File: src/rtl/lane_queue_tracker_pkg.sv
// Shared traffic-loop definitions: lane indices, legal light patterns, pacing FSM states.
package traffic_pkg;

  localparam int LANES = 8;
  localparam int CNT_W = 8;

  localparam int N1 = 0;
  localparam int N2 = 1;
  localparam int E1 = 2;
  localparam int E2 = 3;
  localparam int S1 = 4;
  localparam int S2 = 5;
  localparam int W1 = 6;
  localparam int W2 = 7;

  localparam logic [7:0] LIGHTS_N   = 8'h03;
  localparam logic [7:0] LIGHTS_E   = 8'h0C;
  localparam logic [7:0] LIGHTS_S   = 8'h30;
  localparam logic [7:0] LIGHTS_W   = 8'h C0;
  localparam logic [7:0] LIGHTS_RED = 8'h00;

  typedef enum logic [1:0] {
    IDLE,
    START,
    FLOW
  } pace_state_t;

  function automatic logic light_legal(input logic [7:0] p);
    return (p == LIGHTS_N) || (p == LIGHTS_E) || (p == LIGHTS_S) ||
           (p == LIGHTS_W) || (p == LIGHTS_RED);
  endfunction

endpackage

File: src/rtl/lane_queue_tracker_if.sv
// Bus between the queue tracker and the lane selector / environment.
interface lane_queue_tracker_if;
  import traffic_pkg::*;

  logic [LANES-1:0]            arrive;
  logic [7:0]                  lights;
  logic [LANES-1:0][CNT_W-1:0] lane;
  logic [LANES-1:0]            depart;
  logic [LANES-1:0]            overflow;
  logic                        light_err;

  modport master (output arrive, lights, input lane, depart, overflow, light_err);
  modport slave  (input arrive, lights, output lane, depart, overflow, light_err);
endinterface

File: src/rtl/lane_queue_tracker_counter.sv
// One lane queue counter: saturating increment, floored decrement, sticky overflow.
module lane_counter #(
  parameter int CNT_W = 8
) (
  input  logic             clk,
  input  logic             rst,
  input  logic             inc_i,
  input  logic             dec_i,
  output logic [CNT_W-1:0] count_o,
  output logic             dec_taken_o,
  output logic             overflow_o
);

  logic [CNT_W-1:0] count_q, count_d;
  logic             taken_q, taken_d;
  logic             ovf_q, ovf_set;

  always_comb begin
    count_d = count_q;
    taken_d = 1'b0;
    ovf_set = 1'b0;
    if (dec_i && (count_q != '0)) begin
      // a same-cycle arrival cancels the decrement but the departure still counts
      taken_d = 1'b1;
      if (!inc_i) count_d = count_q - CNT_W'(1);
    end else if (inc_i) begin
      if (count_q == '1) ovf_set = 1'b1;
      else               count_d = count_q + CNT_W'(1);
    end
  end

  always_ff @(posedge clk or posedge rst) begin
    if (rst) begin
      count_q <= '0;
      taken_q <= 1'b0;
      ovf_q   <= 1'b0;
    end else begin
      count_q <= count_d;
      taken_q <= taken_d;
      ovf_q   <= ovf_q | ovf_set;
    end
  end

  assign count_o     = count_q;
  assign dec_taken_o = taken_q;
  assign overflow_o  = ovf_q;

endmodule

File: src/rtl/lane_queue_tracker.sv
// Per-lane queue model: counts arrivals and drains green lanes at a paced rate.
module lane_queue_tracker
  import traffic_pkg::*;
#(
  parameter int LANES         = traffic_pkg::LANES,
  parameter int CNT_W         = traffic_pkg::CNT_W,
  parameter int CLEAR_DELAY   = 2,
  parameter int DEPART_PERIOD = 4
) (
  input  logic          clk,
  input  logic          rst,
  lane_queue_tracker_if.slave bus
);

  localparam int TMR_MAX = (CLEAR_DELAY > DEPART_PERIOD) ? CLEAR_DELAY : DEPART_PERIOD;
  localparam int TMR_W   = ($clog2(TMR_MAX) < 1) ? 1 : $clog2(TMR_MAX);
  localparam logic [TMR_W-1:0] CLR_LOAD = TMR_W'(CLEAR_DELAY - 1);
  localparam logic [TMR_W-1:0] DEP_LOAD = TMR_W'(DEPART_PERIOD - 1);

  pace_state_t      state_q, state_d;
  logic [TMR_W-1:0] timer_q, timer_d;
  logic [7:0]       lights_q, lights_n;
  logic             light_err_q, legal, dep_fire;

  logic [LANES-1:0][CNT_W-1:0] lane_cnt;
  logic [LANES-1:0]            dep_pulse, ovf_flag;

  assign legal    = light_legal(bus.lights);
  assign lights_n = legal ? bus.lights : LIGHTS_RED;

  always_ff @(posedge clk or posedge rst) begin
    if (rst) begin
      state_q     <= IDLE;
      timer_q     <= '0;
      lights_q    <= LIGHTS_RED;
      light_err_q <= 1'b0;
    end else begin
      state_q     <= state_d;
      timer_q     <= timer_d;
      lights_q    <= lights_n;
      light_err_q <= light_err_q | ~legal;
    end
  end

  // A pattern change on a would-be departure edge wins: no credit carries over.
  always_comb begin
    state_d  = state_q;
    timer_d  = timer_q;
    dep_fire = 1'b0;
    if (lights_n == LIGHTS_RED) begin
      state_d = IDLE;
      timer_d = '0;
    end else if (lights_n != lights_q) begin
      state_d = START;
      timer_d = CLR_LOAD;
    end else begin
      case (state_q)
        START, FLOW: begin
          if (timer_q == '0) begin
            dep_fire = 1'b1;
            state_d  = FLOW;
            timer_d  = DEP_LOAD;
          end else begin
            timer_d = timer_q - TMR_W'(1);
          end
        end
        default: ;
      endcase
    end
  end

  for (genvar i = 0; i < LANES; i++) begin : g_lane
    lane_counter #(.CNT_W(CNT_W)) u_cnt (
      .clk         (clk),
      .rst         (rst),
      .inc_i       (bus.arrive[i]),
      .dec_i       (dep_fire & lights_q[i]),
      .count_o     (lane_cnt[i]),
      .dec_taken_o (dep_pulse[i]),
      .overflow_o  (ovf_flag[i])
    );
  end

  assign bus.lane      = lane_cnt;
  assign bus.depart    = dep_pulse;
  assign bus.overflow  = ovf_flag;
  assign bus.light_err = light_err_q;

endmodule

File: src/flat_wrapper.sv
// flat-port wrapper written by rule: the top's interface ports become plain ports
module lane_queue_tracker_flat import traffic_pkg::*;
#(
  parameter int LANES         = traffic_pkg::LANES,
  parameter int CNT_W         = traffic_pkg::CNT_W,
  parameter int CLEAR_DELAY   = 2,
  parameter int DEPART_PERIOD = 4
)
  (clk, rst, bus_arrive, bus_lights, bus_lane, bus_depart, bus_overflow, bus_light_err);
  lane_queue_tracker_if bus_i ();
  input  logic clk;
  input  logic rst;
  input wire logic [$bits(bus_i.arrive)-1:0] bus_arrive;
  input wire logic [$bits(bus_i.lights)-1:0] bus_lights;
  output wire logic [$bits(bus_i.lane)-1:0] bus_lane;
  output wire logic [$bits(bus_i.depart)-1:0] bus_depart;
  output wire logic [$bits(bus_i.overflow)-1:0] bus_overflow;
  output wire logic [$bits(bus_i.light_err)-1:0] bus_light_err;
  assign bus_i.arrive = bus_arrive;
  assign bus_i.lights = bus_lights;
  assign bus_lane = bus_i.lane;
  assign bus_depart = bus_i.depart;
  assign bus_overflow = bus_i.overflow;
  assign bus_light_err = bus_i.light_err;
  lane_queue_tracker #(.LANES(LANES), .CNT_W(CNT_W), .CLEAR_DELAY(CLEAR_DELAY), .DEPART_PERIOD(DEPART_PERIOD)) u_core (.clk(clk), .rst(rst), .bus(bus_i));
endmodule
File: config.mk
export PLATFORM = sky130hd
export DESIGN_NAME = lane_queue_tracker_flat
export DESIGN_NICKNAME = d
export VERILOG_FILES = /design/src/rtl/lane_queue_tracker_pkg.sv /design/src/rtl/lane_queue_tracker_if.sv /design/src/rtl/lane_queue_tracker_counter.sv /design/src/rtl/lane_queue_tracker.sv /design/src/flat_wrapper.sv
export SDC_FILE = /design/constraint.sdc
export NUM_CORES = 1
export LEC_CHECK = 0
export CORE_ASPECT_RATIO = 0.75
export CORE_MARGIN = 2
export CORE_UTILIZATION = 40
export DETAILED_ROUTE_END_ITERATION = 8
export GPL_TIMING_DRIVEN = 0
export PLACE_DENSITY = 0.63
export RECOVER_POWER = 50
export SLEW_MARGIN = 20
export SYNTH_ARGS = -nofsm -noshare
export SYNTH_HDL_FRONTEND = slang
export SYNTH_SLANG_ARGS = --single-unit
File: constraint.sdc
create_clock -name clk -period 6.2 [get_ports clk]
set_clock_uncertainty 0.15 [all_clocks]
set_input_delay 0.62 -clock clk [delete_from_list [all_inputs] [get_ports clk]]
set_output_delay 0.62 -clock clk [all_outputs]
set_load 0.01 [all_outputs]
### Word level (Yosys, flattened, before mapping)

Index checks and enable logic that the tools add are counted.

| operators by class | value |
|---|---|
| reductions and logical operators | 43 |
| add/sub/neg operators | 17 |
| eq/ne operators | 31 |
| multiplexer cells | 77 |
| bitwise operators | 18 |

Operator list:

| kind | number |
|---|---|
| 8-bit two-way mux | 33 |
| 8-bit == test, second input constant | 9 |
| 8-bit by 1-bit adder with 8-bit output, second input constant | 8 |
| 8-bit nonzero test | 8 |
| 8-bit by 1-bit subtractor with 8-bit output, second input constant | 8 |
| 1-bit two-way mux | 36 |
| 2-bit inequality test, second input constant | 16 |
| 3-bit AND reduction | 8 |
| 8-bit logical NOT | 2 |
| 2-bit two-way mux | 8 |
| 2-bit nonzero test | 8 |
| 1-bit bitwise OR | 9 |
| 1-bit AND | 8 |
| 8-bit by 2-bit == test with 1-bit output, second input constant | 1 |
| 8-bit by 4-bit == test with 1-bit output, second input constant | 1 |
| 8-bit by 6-bit == test with 1-bit output, second input constant | 1 |
| 1-bit logical AND | 8 |
| 8-bit inequality test | 1 |
| 3-bit nonzero test | 2 |
| 1-bit logical OR | 4 |
| 2-bit by 1-bit == test with 1-bit output, second input constant | 1 |
| 2-bit == test, second input constant | 1 |
| 2-bit logical NOT | 1 |
| 2-bit AND reduction | 1 |
| 3 further kinds | 3 |

| storage, ports and cells | value |
|---|---|
| register bits after elaboration | 93 |
| logic and storage cells | 214 |

### Longest topological paths before layout

| logic depth | value |
|---|---|
| depth after elaboration | 13 |
| mapped depth | 14 |

### Modules after synthesis

A second synthesis with hierarchy kept.

| second synthesis, totals | value |
|---|---|
| cells, all modules | 652 |
| area, all modules | 6457.4 sq um |

Modules (own cells, without submodules):

| module | cells each | seq. area each (sq um) | area each (sq um) | times used |
|---|---|---|---|---|
| lane_counter at u_core.g_lane[0].u_cnt ... | 71 | 250.2 | 703.2 | 6 |
| lane_counter at u_core.g_lane[1].u_cnt ... | 70 | 250.2 | 694.4 | 2 |
| lane_queue_tracker | 86 | 325.3 | 849.6 | 1 |

### Worst setup path after synthesis

No wires, ideal clock.

| timing path | value |
|---|---|
| path kind | input to register |
| start point | in bus_lights[5] |
| end point | reg u_core.g_lane[7].u_cnt.count_q[7] |
| path slack | 2392 ps |
| data arrival time | 3532 ps |
| buffers on the path | 1 |
| stages | 13 |
| path through | nor4_4 > nand4_1 > a31o_2 > or4_1 > buf_2 > inv_1 > ha_1 > a21oi_1 > o211ai_1 > or4_1 > a21oi_1 > a2bb2oi_1 > xnor2_1 |

| between the ends | value |
|---|---|
| word-level cells in the longest chain between the ends | 13 |
| elaborated cells on any way between the ends | 21 |
| those cells by class | eq/ne (7); mux (4); bitwise (1); reduce/logical (9) |

RTL lines:

| element | line | text |
|---|---|---|
| start, declared | flat_wrapper.sv:14 | `input wire logic [$bits(bus_i.lights)-1:0] bus_lights;` |
| 8-bit by 2-bit == test with 1-bit output / 8-bit by 4-bit == test with 1-bit output (equally long branches) | lane_queue_tracker_pkg.sv:29 | `return (p == LIGHTS_N) \|\| (p == LIGHTS_E) \|\| (p == LIGHTS_S) \|\|` |
| 1-bit logical OR (3 in series) | lane_queue_tracker_pkg.sv:29 |  |
| 1-bit logical OR | lane_queue_tracker_pkg.sv:30 | `(p == LIGHTS_W) \|\| (p == LIGHTS_RED);` |
| 8-bit two-way mux * | lane_queue_tracker.sv:29 | `assign lights_n = legal ? bus.lights : LIGHTS_RED;` |
| 8-bit inequality test | lane_queue_tracker.sv:53 | `end else if (lights_n != lights_q) begin` |
| 1-bit two-way mux | lane_queue_tracker.sv:53 |  |
| 1-bit two-way mux * | lane_queue_tracker.sv:50 | `if (lights_n == LIGHTS_RED) begin` |
| 1-bit AND * | lane_queue_tracker.sv:77 | `.dec_i (dep_fire & lights_q[i]),` |
| 1-bit logical AND * | lane_queue_tracker_counter.sv:22 | `if (dec_i && (count_q != '0)) begin` |
| 2-bit inequality test (no source line) / 2-bit nonzero test (equally long branches) | n/a |  |
| 3-bit AND reduction (no source line) | n/a |  |
| end signal, assigned | lane_queue_tracker_counter.sv:38 | `count_q <= count_d;` |
| end, declared | lane_queue_tracker_counter.sv:14 | `logic [CNT_W-1:0] count_q, count_d;` |

Mark *: on every way between the ends. The rest lies on a longest branch, timed or not.
A chain may end at the register's enable or synchronous reset.

### Final worst setup path

| timing path | value |
|---|---|
| start point | in bus_lights[7] |
| end point | reg u_core.g_lane[6].u_cnt.count_q[6] |

| between the ends | value |
|---|---|
| word-level cells in the longest chain between the ends | 13 |
| elaborated cells on any way between the ends | 21 |
| those cells by class | eq/ne (7); mux (4); bitwise (1); reduce/logical (9) |

RTL lines:

| element | line |
|---|---|
| 8-bit by 2-bit == test with 1-bit output / 8-bit by 4-bit == test with 1-bit output (equally long branches) | lane_queue_tracker_pkg.sv:29 |
| 1-bit logical OR (3 in series) | lane_queue_tracker_pkg.sv:29 |
| 1-bit logical OR | lane_queue_tracker_pkg.sv:30 |
| 8-bit two-way mux * | lane_queue_tracker.sv:29 |
| 8-bit inequality test | lane_queue_tracker.sv:53 |
| 1-bit two-way mux | lane_queue_tracker.sv:53 |
| 1-bit two-way mux * | lane_queue_tracker.sv:50 |
| 1-bit AND * | lane_queue_tracker.sv:77 |
| 1-bit logical AND * | lane_queue_tracker_counter.sv:22 |
| 2-bit inequality test (no source line) / 2-bit nonzero test (equally long branches) | n/a |
| 3-bit AND reduction (no source line) | n/a |
| end signal, assigned | lane_queue_tracker_counter.sv:38 |
| end, declared | lane_queue_tracker_counter.sv:14 |

Marked as above.

==> run metrics <==
vias in the first global route between 5000 and 6000; syn avg cell area 10.0 µm²; Gate Count Post-Synth ~660; post-layout min period 4.92 ns; gpl congestion 0.855; gr busiest metal met2; postcts setup bufs 0; Std-Cell Rows 40; Overall Global Routing Usage 0.189; Tcrit/Tclk final 0.794; Yosys reg bits 93; r2r worst-path depth 14; DR vias/cell 5.46; Post-synth EDFFs 0; number of clock sinks 93; # setup viols final 0; Worst Max-Slew Pin Slew between 1 and 1.5 ns; outcome finished clean; Comb power frac 0.423; IO Pins between 90 and 100; total CTS buffers 9; min-delay src u_core.bus.light_err; via count about 5300; largest stage delay on the critical path roughly 0.83 ns; Hold Crit Depth 1; asr flop ratio synth 1.00; Worst setup EP type flip-flop; Max Fclk about 200 MHz; Max clock buf depth 2; total grt overflow 0; number of max-slew violations in the final report 0; Wirelength per Cell ~16 µm; Buf/Inv on CP 3; VDD IR max around 0.17 mV; grt met3 use 0.0452; Net Count, Synth 730; CP required approximately 6.3 ns; htree depth 3; Max Cap Viol 0; Placed Area slightly below 8000 µm²; Skew-Pair Late Insertion Delay about 0.35 ns; pwr dens 346 nW/µm²; met2 usage 0.303; Crit Path Class in2reg; Clock Tree Root clkbuf_16; CP top delay family simple AND/OR/NAND/NOR gates; post-synthesis cell type count 55; die height approximately 110 µm; design area approximately 8000 µm²; Reg-to-Reg Start u_core.lights_q[1]; die extent in x approximately 150 µm; CP startpoint kind input pin; post-synthesis sequential area ratio 0.355; flop2flop setup slack 1.80 ns; Initial Utilization 0.409; total chip power 2.82 mW; Internal between 1.5 and 2 mW; post-synthesis cell area ~6600 µm²; sequential power share 0.348; setup TNS 0 ns; GR Layer Usage met1 0.257; P_leak approximately 3.5 nW; WP data arrival 5.01 ns; CORE AREA 16000 µm²; nets approximately 840; Post-CTS Resized 0; Slew headroom 0.121; clock slew at reported path FFs 0.07 ns; final hold viol count 0; pre-CTS setup slack 1.00 ns; DP Wirelength roughly 12 mm; share of cells above drive strength 1 0.137; CP max FO 10; clock network power share 0.229; Slowest cell on crit path nor4_2; hold_buf cts 0; antenna-violating nets left 0; CTS tree yes; drt initial violations around 220; Final WS setup about 1.3 ns; Reg2Reg Capture Point u_core.g_lane[6].u_cnt.count_o[6]; DRT Wirelength approximately 16 mm; first-pass GRT wire length between 20 and 30 mm; synth warn 0; Port Buf Inserts 96; Die ar. between 15000 and 20000 µm²; DRC 0; main flop type after synthesis dfrtp_1; Hold EP u_core.bus.light_err; Sw Share 0.356; worst hold path class reg2reg; largest net degree at the start of global routing between 60 and 70; area delta synth->final 24.2%; Switch Pwr 1.00 mW; first drt pass iteration count 5; RSZ-0062 raised after global routing no; placed instance count about 960; non-filler instance count after layout a little under 1000; crit path cell chain dlygate4sd3_1, nor4_1, nand4_1, a31o_2, buf_2, nor4_2, inv_1, fa_1, nor2b_1, nor3_1, o21bai_1, a21oi_1, xnor2_1, mux2_2; initial antenna violation count 1
sequential cells by signal (all words and copies together) (netlist names):
name                             count
u_core.g_lane.u_cnt.overflow_o       8
u_core.lights_q                      8
u_core.state_q                       2
u_core.bus.light_err                 1
u_core.timer_q                       2
u_core.g_lane.u_cnt.dec_taken_o      8
u_core.g_lane.u_cnt.count_o         64
power groups by stage:
stage | sequential [mW] | clock (mW) | combinational, mW
2_1_floorplan | 1.01 | 0 | 0.686
3_3_place_gp | 0.982 | 0 | 1.18
3_5_place_dp | 0.991 | 0 | 1.21
4_1_cts | 0.982 | 0.662 | 1.22
5_1_grt | 1.01 | 0.687 | 1.32
6_report | 0.980 | 0.646 | 1.19
how the worst max path moves through the flow:
stage | from | end | slack, ns | cells past startpoint
6_report | bus_lights[7] | u_core.g_lane[6].u_cnt.count_o[6] | 1.28 | 14
5_1_grt | bus_lights[7] | u_core.g_lane[6].u_cnt.count_o[6] | 0.72 | 14
4_1_cts | bus_lights[5] | u_core.g_lane[6].u_cnt.count_o[6] | 1.36 | 15
3_5_place_dp | bus_lights[5] | u_core.g_lane[6].u_cnt.count_o[6] | 1.00 | 15
3_3_place_gp | bus_lights[5] | u_core.g_lane[6].u_cnt.count_o[6] | 1.07 | 15
2_1_floorplan | bus_lights[5] | u_core.g_lane[7].u_cnt.count_o[7] | 2.39 | 13
per-stage QoR:
stage	hold WS, ns	util
global placement	0.304	0.486
global route	0.342	0.508
detailed placement	0.305	0.488
CTS	0.326	0.509
floorplan	0.293	-
finish	0.318	0.508
cell usage after synthesis (all sizes together) (13+ instances only):
cell,instances,area (µm²)
a21oi,37,185
mux2,35,394
or4,28,214
nand2,25,93.8
xnor2,43,377
buf,25,169
nor3,19,95.1
mux2i,13,143
nor2,47,176
dfrtp,93,2330
nand3,17,85.1
ha,49,613
nand4,14,87.6
o21ai,28,196
inv,44,165
cell families (layout without fill, tap and decap cells):
group / Yosys count / in the layout / share of synthesized area
fa+ha+maj: 57 / 57 / 0.118
buf+inv: 72 / 185 / 0.0527
xor+xnor: 54 / 54 / 0.0722
mux: 48 / 48 / 0.0819
simple gates: 201 / 201 / 0.174
compound gates: 130 / 130 / 0.147
flops: 93 / 93 / 0.355
other cells: 0 / 1 / 0
layout make-up:
type                       count  area [µm²]
fill                        1486        7880
multi-input combinational    490        3870
sequential                    93        2330
timing repair buffer          97         988
clock buffer                  13         280
tap                          210         263
buffer                        28         180
inverter                      44         166
clock inverter                 3        65.1
antenna                        1        2.50
placed cells by master (no fill, tap or decap), drive strengths merged, types with 5 or more instances in the layout:
master / n
mux2: 35
o41ai: 5
o21ai: 28
xor2: 11
a31o: 5
o311ai: 6
clkdlybuf4s50: 56
a22oi: 10
ha: 49
mux2i: 13
buf: 26
a2bb2oi: 5
a21oi: 37
nand3: 17
or2: 8
dfrtp: 93
clkbuf: 16
nor3: 19
fa: 8
or4: 28
and2: 7
nand4: 14
o21bai: 11
inv: 43
nor2: 47
dlygate4sd3: 40
nand2b: 8
nor4: 7
o211ai: 9
nand2: 25
nor2b: 11
xnor2: 43
layer usage:
| layer | routed length, µm | vias to the layer above |
|---|---|---|
| li1 | - | 2605 |
| met1 | 7710 | 2597 |
| met2 | 7350 | 124 |
| met3 | 774 | 22 |
| met4 | 259 | 0 |
| met5 | 0 | - |
Power figures use the tool's default switching activity.
